`src/rtl/math_game_ctrl.sv`:
```
// Arithmetic quiz controller: password gate with lockout, operand draw from an
// external RNG, BCD countdown per round, scoring and end-of-game reporting.
module math_game_ctrl #(
  parameter int              DATA_W        = 4,
  parameter int              ROUNDS        = 8,
  parameter int              TICKS_PER_SEC = 50_000_000,
  parameter int              LOCK_TRIES    = 3,
  parameter logic [DATA_W-1:0] PWD_INIT    = 4'hA
) (
  input  logic              clk,
  input  logic              rst,
  input  logic [DATA_W-1:0] pswd_in,
  input  logic              pswd_valid,
  input  logic              pswd_set,
  input  logic              start,
  input  logic              mode,
  input  logic [7:0]        time_limit,
  input  logic [DATA_W-1:0] rng_value,
  input  logic [DATA_W:0]   answer_in,
  input  logic              answer_valid,
  output logic              rng_req,
  output logic [DATA_W-1:0] operand_a,
  output logic [DATA_W-1:0] operand_b,
  output logic [3:0]        timer_tens,
  output logic [3:0]        timer_ones,
  output logic [7:0]        score,
  output logic [7:0]        round_cnt,
  output logic              green_led,
  output logic              red_led,
  output logic              game_over
);

  typedef enum logic [2:0] {
    LOCKED, IDLE, DRAW_A, DRAW_B, PLAY, RESULT, DONE, LOCKOUT
  } state_t;

  localparam int            TW       = (TICKS_PER_SEC > 1) ? $clog2(TICKS_PER_SEC) : 1;
  localparam logic [TW-1:0] TICK_MAX = TW'(TICKS_PER_SEC - 1);

  function automatic logic [3:0] bcd_clamp(input logic [3:0] d);
    return (d > 4'd9) ? 4'd9 : d;
  endfunction

  function automatic logic [7:0] sat_inc(input logic [7:0] v);
    return (v == 8'hFF) ? v : v + 8'd1;
  endfunction

  state_t            state, state_nxt;
  logic [DATA_W-1:0] pwd;
  logic [7:0]        fail_cnt;
  logic              mode_q;
  logic              draw_ph;
  logic [TW-1:0]     tick_cnt;
  logic              green_q, red_q;

  logic              pwd_ok, timer_zero, tick_wrap, correct, lock_hit;
  logic [DATA_W:0]   expected;

  always_comb begin
    pwd_ok     = (pswd_in == pwd);
    timer_zero = (timer_tens == 4'd0) && (timer_ones == 4'd0);
    tick_wrap  = (tick_cnt == TICK_MAX);
    lock_hit   = (sat_inc(fail_cnt) >= 8'(LOCK_TRIES));
    if (mode_q)
      expected = (operand_a >= operand_b) ? {1'b0, operand_a - operand_b}
                                          : {1'b0, operand_b - operand_a};
    else
      expected = {1'b0, operand_a} + {1'b0, operand_b};
    correct = (answer_in == expected);
  end

  // State register
  always_ff @(posedge clk or negedge rst) begin
    if (!rst) state <= LOCKED;
    else      state <= state_nxt;
  end

  // Next-state logic
  always_comb begin
    state_nxt = state;
    case (state)
      LOCKED:  if (pswd_valid) state_nxt = pwd_ok ? IDLE : (lock_hit ? LOCKOUT : LOCKED);
      IDLE:    if (start && !pswd_set) state_nxt = DRAW_A;
      DRAW_A:  if (draw_ph) state_nxt = DRAW_B;
      DRAW_B:  if (draw_ph) state_nxt = PLAY;
      PLAY:    if (answer_valid || timer_zero) state_nxt = RESULT;
      RESULT:  if (tick_wrap) state_nxt = (round_cnt < 8'(ROUNDS)) ? DRAW_A : DONE;
      DONE:    if (start) state_nxt = DRAW_A;
      LOCKOUT: state_nxt = LOCKOUT;
      default: state_nxt = LOCKED;
    endcase
  end

  // Outputs decoded from state
  always_comb begin
    rng_req   = ((state == DRAW_A) || (state == DRAW_B)) && !draw_ph;
    game_over = (state == DONE);
    green_led = green_q;
    red_led   = red_q || (state == LOCKOUT);
  end

  // Datapath and bookkeeping registers
  always_ff @(posedge clk or negedge rst) begin
    if (!rst) begin
      pwd        <= PWD_INIT;
      fail_cnt   <= '0;
      mode_q     <= 1'b0;
      draw_ph    <= 1'b0;
      tick_cnt   <= '0;
      operand_a  <= '0;
      operand_b  <= '0;
      timer_tens <= 4'd0;
      timer_ones <= 4'd0;
      score      <= 8'd0;
      round_cnt  <= 8'd0;
      green_q    <= 1'b0;
      red_q      <= 1'b0;
    end else begin
      draw_ph <= ((state == DRAW_A) || (state == DRAW_B)) ? ~draw_ph : 1'b0;
      case (state)
        LOCKED: begin
          if (pswd_valid) fail_cnt <= pwd_ok ? 8'd0 : sat_inc(fail_cnt);
        end
        IDLE, DONE: begin
          if ((state == IDLE) && pswd_set) pwd <= pswd_in;
          if (state_nxt == DRAW_A) begin
            score     <= 8'd0;
            round_cnt <= 8'd0;
            mode_q    <= mode;
          end
        end
        DRAW_A: begin
          if (draw_ph) operand_a <= rng_value;
        end
        DRAW_B: begin
          // RNG data arrives one cycle after the request; timer loads with it.
          if (draw_ph) begin
            operand_b  <= rng_value;
            timer_tens <= bcd_clamp(time_limit[7:4]);
            timer_ones <= bcd_clamp(time_limit[3:0]);
            tick_cnt   <= '0;
          end
        end
        PLAY: begin
          if (state_nxt == RESULT) begin
            tick_cnt  <= '0;
            round_cnt <= sat_inc(round_cnt);
            if (answer_valid && correct) begin
              green_q <= 1'b1;
              score   <= sat_inc(score);
            end else begin
              red_q <= 1'b1;
            end
          end else begin
            tick_cnt <= tick_wrap ? '0 : tick_cnt + TW'(1);
            if (tick_wrap) begin
              if (timer_ones == 4'd0) begin
                timer_ones <= 4'd9;
                timer_tens <= timer_tens - 4'd1;
              end else begin
                timer_ones <= timer_ones - 4'd1;
              end
            end
          end
        end
        RESULT: begin
          tick_cnt <= tick_cnt + TW'(1);
          if (state_nxt != RESULT) begin
            green_q <= 1'b0;
            red_q   <= 1'b0;
          end
        end
        default: ;
      endcase
    end
  end

endmodule
```
`config.mk`:
```
export PLATFORM = sky130hd
export DESIGN_NAME = math_game_ctrl
export DESIGN_NICKNAME = d
export VERILOG_FILES = /design/src/rtl/math_game_ctrl.sv
export SDC_FILE = /design/constraint.sdc
export NUM_CORES = 1
export LEC_CHECK = 0
export CORE_UTILIZATION = 55
export DETAILED_ROUTE_END_ITERATION = 10
export PLACE_DENSITY = 0.77
export SLEW_MARGIN = 10
export SYNTH_ARGS = -nofsm -noshare
export SYNTH_HDL_FRONTEND = slang
export SYNTH_SLANG_ARGS = --single-unit
```
`constraint.sdc`:
```
create_clock -name clk -period 2.9 [get_ports clk]
set_input_delay 0.29 -clock clk [delete_from_list [all_inputs] [get_ports clk]]
set_output_delay 0.29 -clock clk [all_outputs]
set_load 0.01 [all_outputs]
```
Yosys cells after proc, flatten, opt, wreduce, memory -nomap -nowiden
Cells that the tools add are included.
{ "totals": {"register_bits": 77, "in_bits": 28, "output_inout_bits": 36} }
{ "classes": {"add_sub_neg": 9, "order_cmp": 5, "eq_ne": 27, "muxes": 47, "n_bitwise": 1, "reduce_logical": 30} }
{ "ops": {"columns": ["cell", "count"], "rows": [
  ["two-way mux 26 bit", 3],
  ["one-hot mux 26 bit (3 select lines)", 1],
  ["two-way mux 8 bit", 8],
  ["two-way mux 4 bit", 11],
  ["one-hot mux 8 bit (2 select lines)", 2],
  ["two-way mux 3 bit", 10],
  ["adder 26 x 1 -> 26 bit (second input constant)", 1],
  ["== test 26 bit (second input constant)", 1],
  ["adder 8 x 1 -> 8 bit (second input constant)", 3],
  ["== test 8 bit (second input constant)", 3],
  ["one-hot mux 3 bit (8 select lines)", 1],
  ["!= test 2 bit (second input constant)", 11],
  ["one-hot mux 4 bit (2 select lines)", 2],
  ["AND reduction 4 bit", 4],
  ["== test 3 bit (second input constant)", 5],
  ["AND reduction 2 bit", 6],
  ["AND reduction 5 bit", 2],
  ["== test 3 x 2 -> 1 bit (second input constant)", 3],
  [">= comparator 8 x 2 -> 1 bit (second input constant)", 1],
  ["greater-than comparator 4 bit (second input constant)", 2],
  ["zero test 4 bit", 2],
  ["less-than comparator 8 x 4 -> 1 bit (second input constant)", 1],
  ["subtractor 4 x 1 -> 4 bit (second input constant)", 2],
  ["subtractor 4 bit", 2],
  ["other kinds (17)", 32]
]} }

Longest topological paths before layout
{ "depth": {"word_depth": 10, "mapped_depth": 12} }

Least setup slack after synthesis
OpenSTA, ideal clock, no wires.
{ "synth_path": {"path_type": "reg-to-reg", "from": "register operand_a[0]", "to": "register score[5]", "setup_ns": 0.120, "arrival_time_ns": 2.498, "t_required_ns": 2.780, "slack_ns": 0.281, "path_stages_with_launch": 13, "cell_sequence": "dfrtp_1 inv_1 ha_1 inv_1 fa_1 a211oi_2 o21ai_0 a211oi_1 o211ai_1 and4b_1 buf_4 a311oi_1 a41o_1"} }
{ "synth_between": {"elab_chain_cells": 7, "elab_cells_between_ends": 10, "classes_between": "add/sub (3); order compare (1); eq/ne (2); mux (2); reduce/logical (2)"} }
{ "synth_lines": {"columns": ["element", "line", "text"], "rows": [
  ["start: declaration", "22", "output logic [DATA_W-1:0] operand_a,"],
  ["start signal: assignment", "133", "if (draw_ph) operand_a <= rng_value;"],
  ["subtractor 4 bit, or another cell as far along", "66", ": {1'b0, operand_b - operand_a};"],
  ["two-way mux 4 bit", "65", "expected = (operand_a >= operand_b) ? {1'b0, operand_a - operand_b}"],
  ["two-way mux 5 bit *", "64", "if (mode_q)"],
  ["== test 5 bit *", "69", "correct = (answer_in == expected);"],
  ["logical AND 1 bit *", "148", "if (answer_valid && correct) begin"],
  ["!= test 2 bit (no source line) *", null, null],
  ["AND reduction 5 bit (no source line) *", null, null],
  ["end signal: assignment", "150", "score <= sat_inc(score);"],
  ["end: declaration", "26", "output logic [7:0] score,"]
]} }
Mark *: on every way between the ends. The rest lies on a longest branch, timed or not.
A chain may end at the register's enable or synchronous reset.

Worst setup path after layout
{ "layout_path": {"from": "register operand_a[0]", "to": "register score[2]"} }
Same word-level chain as after synthesis.

==> results.txt <==
Status - complete, no violations
Synth Area in Simple Gates - 22.0%
Worst Hold Slack - 0.0727 ns
Compound-Gate Fraction of Synth Area - 20.4%
CTS tree - done
Crit end category - flop
Asr flop ratio synth - 100%
Main combinational cell family by area after synthesis - simple AND/OR/NAND/NOR gates
Min-delay worst type - primary input to async pin
Drt first-iter violations - 299
YS warnings - 0
Starting density of the core - 56.7%
Leading area contributor after synthesis - dfrtp_1
Die Y - 96.6 um
Vias per cell - 6.16
Util after Layout - 67.6%
#FFs+latches synth - 77
Top_reg_cell synth - dfrtp_1
Seq/Total Area, Yosys - 39.2%
Worst-Margin Slew - 0.988 ns
ANT nets after route - 0
Leakage - 2.51 nW
DRC viols - 0
Final #Nets - 658
Post-route setup slack - 0.0673 ns
EDFF count, synth - 0
Clock tree buffer depth - 2
Worst skew pair latency - 0.36 ns
Total grt overflow - 0
RD Place Congestion - 0.896
Rows - 34
Die area - 9340 um2
Buffers and inverters on the worst path - 3
TNS Setup - 0 ns
Count of port buffers added during placement - 63
Worst path arrival time - 3.09 ns
WL final - 11,900 um
Dominant cells by area after synthesis - dfrtp_1 (38%), o21ai_0 (5.7%), nand2_1 (4.2%)
Pre-CTS WS - -0.0799 ns
Post-layout minimum cycle time - 2.83 ns
Largest net degree at the start of global routing - 78
Delay-heaviest family, CP - compound AO/OA/AOI/OAI gates
IO Count - 64
Synth Area in XOR/XNOR - 4.93%
Number of global-route vias before repair - 4,168
Placed cell area - 5630 um2
Netlist Area Pre-Place - 4920 um2
Share of cells above drive strength 1 - 12.3%
CTS root buf - clkbuf_8
Syn Nets - 594
Post-DP HPWL - 8240 um
R2R Setup Slk - 0.07 ns
Peak fanout along the critical path - 7
PwrDens - 896 nW/um2
Type of the worst setup path - flop to flop
Max-cap violations - 0
Post-route cell area - 5870 um2
Worst-path cell chain - inv_1 -> ha_1 -> inv_1 -> fa_2 -> a211oi_2 -> buf_4 -> o2111ai_1 -> o211ai_1 -> xnor2_1 -> and4b_4 -> a31oi_1 -> a311oi_1
Met1 usage - 32.3%
GR peak layer - met2
CTS Sinks - 77
Max incr delay on CP - 0.43 ns
Clk_skew - 0.0113 ns
Max H-tree Level - 3
Final hold viol count - 0
First-pass GRT wire length - 19,300 um
Die span in x - 96.6 um
Count of different cell masters after synthesis - 79
Clk slew on worst S/H paths - 0.09 ns
Finish-stage setup viols - 0
Fraction of synthesized area in multiplexers - 3.07%
All-layer global routing usage - 24.8%
Adder-cell share of the synthesized area - 5.28%
Slew headroom - 34.2%
Ant. Diodes - 0
Crit path top cell by count - inv_1
Final worst-path cycle share - 97.7%
Slew Limit Fails - 0
Post-Synthesis Cells - 547
CP required - 3.15 ns
CTS Buf Count - 9
Startpoint types - flop
Routed len/inst - 16.4 um
Peak supply drop - 0.683 mV
Initial antenna violation count - 0
M3 GR Usage - 4.62%
TritonRoute pass-1 iters - 5
Highest-delay cell along the critical path - dfrtp_1
Layout area overhead - 19.2%
Post-synth top area share - 38.1%
Met2 usage - 41.9%
Fmax - 353 MHz
Core ar. - 8680 um2
Via Count - 4,459
Syn avg cell area - 9.00 um2
==> registers in the layout (all words and copies together), names as in the netlist, 3 cells and up <==
name	count
operand_b	4
score	8
fail_cnt	8
timer_tens	4
tick_cnt	26
pwd	4
operand_a	4
round_cnt	8
state	3
timer_ones	4
==> timing repair <==
action | in CTS | in global routing
cloned | 0 | 1
hold buffers | 0 | 0
endpoints found under the setup margin | 6 | 9
resized for setup | 1 | 8
setup buffers | 0 | 2
pin swaps | 0 | 3
==> metal layers <==
metal / vias to the layer above / part of all wire (%)
li1: 2093 / -
met1: 2226 / 44
met2: 121 / 49
met3: 19 / 5.2
met4: 0 / 1.5
met5: - / 0
==> synth_stat cells, drive strengths merged (2+ instances only) <==
cell and number:
dfrtp 75, o21ai 58, nand2 55, nor2 38
inv 32, a21oi 30, nand3 25, and3 17
clkbuf 17, ha 16, xnor2 14, nor3 13
xor2 11, a21o 9, mux2 9, a31oi 8
nand4 8, o211ai 8, or3 7, a31o 6
and2 6, buf 6, nor3b 6, mux2i 5
nor4b 5, and4 4, o31ai 4, a22oi 3
a32o 3, fa 3, nand2b 3, or4 3
a211oi 2, a21boi 2, a22o 2, a311oi 2
and2b 2, and3b 2, dfstp 2, nor2b 2
nor4 2, o21bai 2, o41ai 2
==> through the flow <==
step | total power [mW] | std cells
finish | 5.26 | 724
global route | 5.59 | 724
CTS | 5.09 | 721
detailed placement | 4.31 | 705
global placement | 4.19 | 705
floorplan | 3.49 | 547
==> cell usage in the layout (no fill, tap or decap), drive strengths merged, types with 9 or more instances in the layout <==
cell           Yosys  routed
a21o               9       9
a21oi             30      30
and3              17      17
buf                6      13
clkbuf            17      10
clkdlybuf4s50      0      62
dfrtp             75      75
ha                16      16
inv               32      34
mux2               9       9
nand2             55      55
nand3             25      25
nor2              38      38
nor3              13      13
o21ai             58      58
xnor2             14      14
xor2              11      11
==> cell families after synthesis <==
family | Yosys count
adders and majority gates | 19
DFF | 77
muxes | 14
AOI/OAI and AO/OA | 152
buffers and inverters | 55
and+or+nand+nor | 204
xor gates and xnor gates | 26
==> path summary, 6_finish.rpt <==
kind                         startpoint           end  cells after the start
max in group asynchronous           rst  operand_a[1]                      1
hold / removal                      rst   fail_cnt[3]                      1
setup reg to reg           operand_a[0]      score[2]                     12
setup / recovery           operand_a[0]      score[2]                     12
hold reg to reg               green_led     green_led                      1
min in group clk              green_led     green_led                      1
==> power by group <==
group	internal [mW]	switching (mW)	leakage, nW
registers	1.37	0.416	1.01
clock network	0.340	0.436	0.0893
logic	1.25	1.45	1.41
total	2.96	2.30	2.51
==> area by class of cell <==
cell class / count / area, um2
tap: 108 / 135
clock buffer: 10 / 138
inverter: 32 / 120
sequential: 77 / 1930
clock inverter: 6 / 46.3
timing repair buffer: 75 / 718
fill: 718 / 2810
multi-input combinational: 416 / 2780
Note: power is estimated with default switching activity, not from simulation.
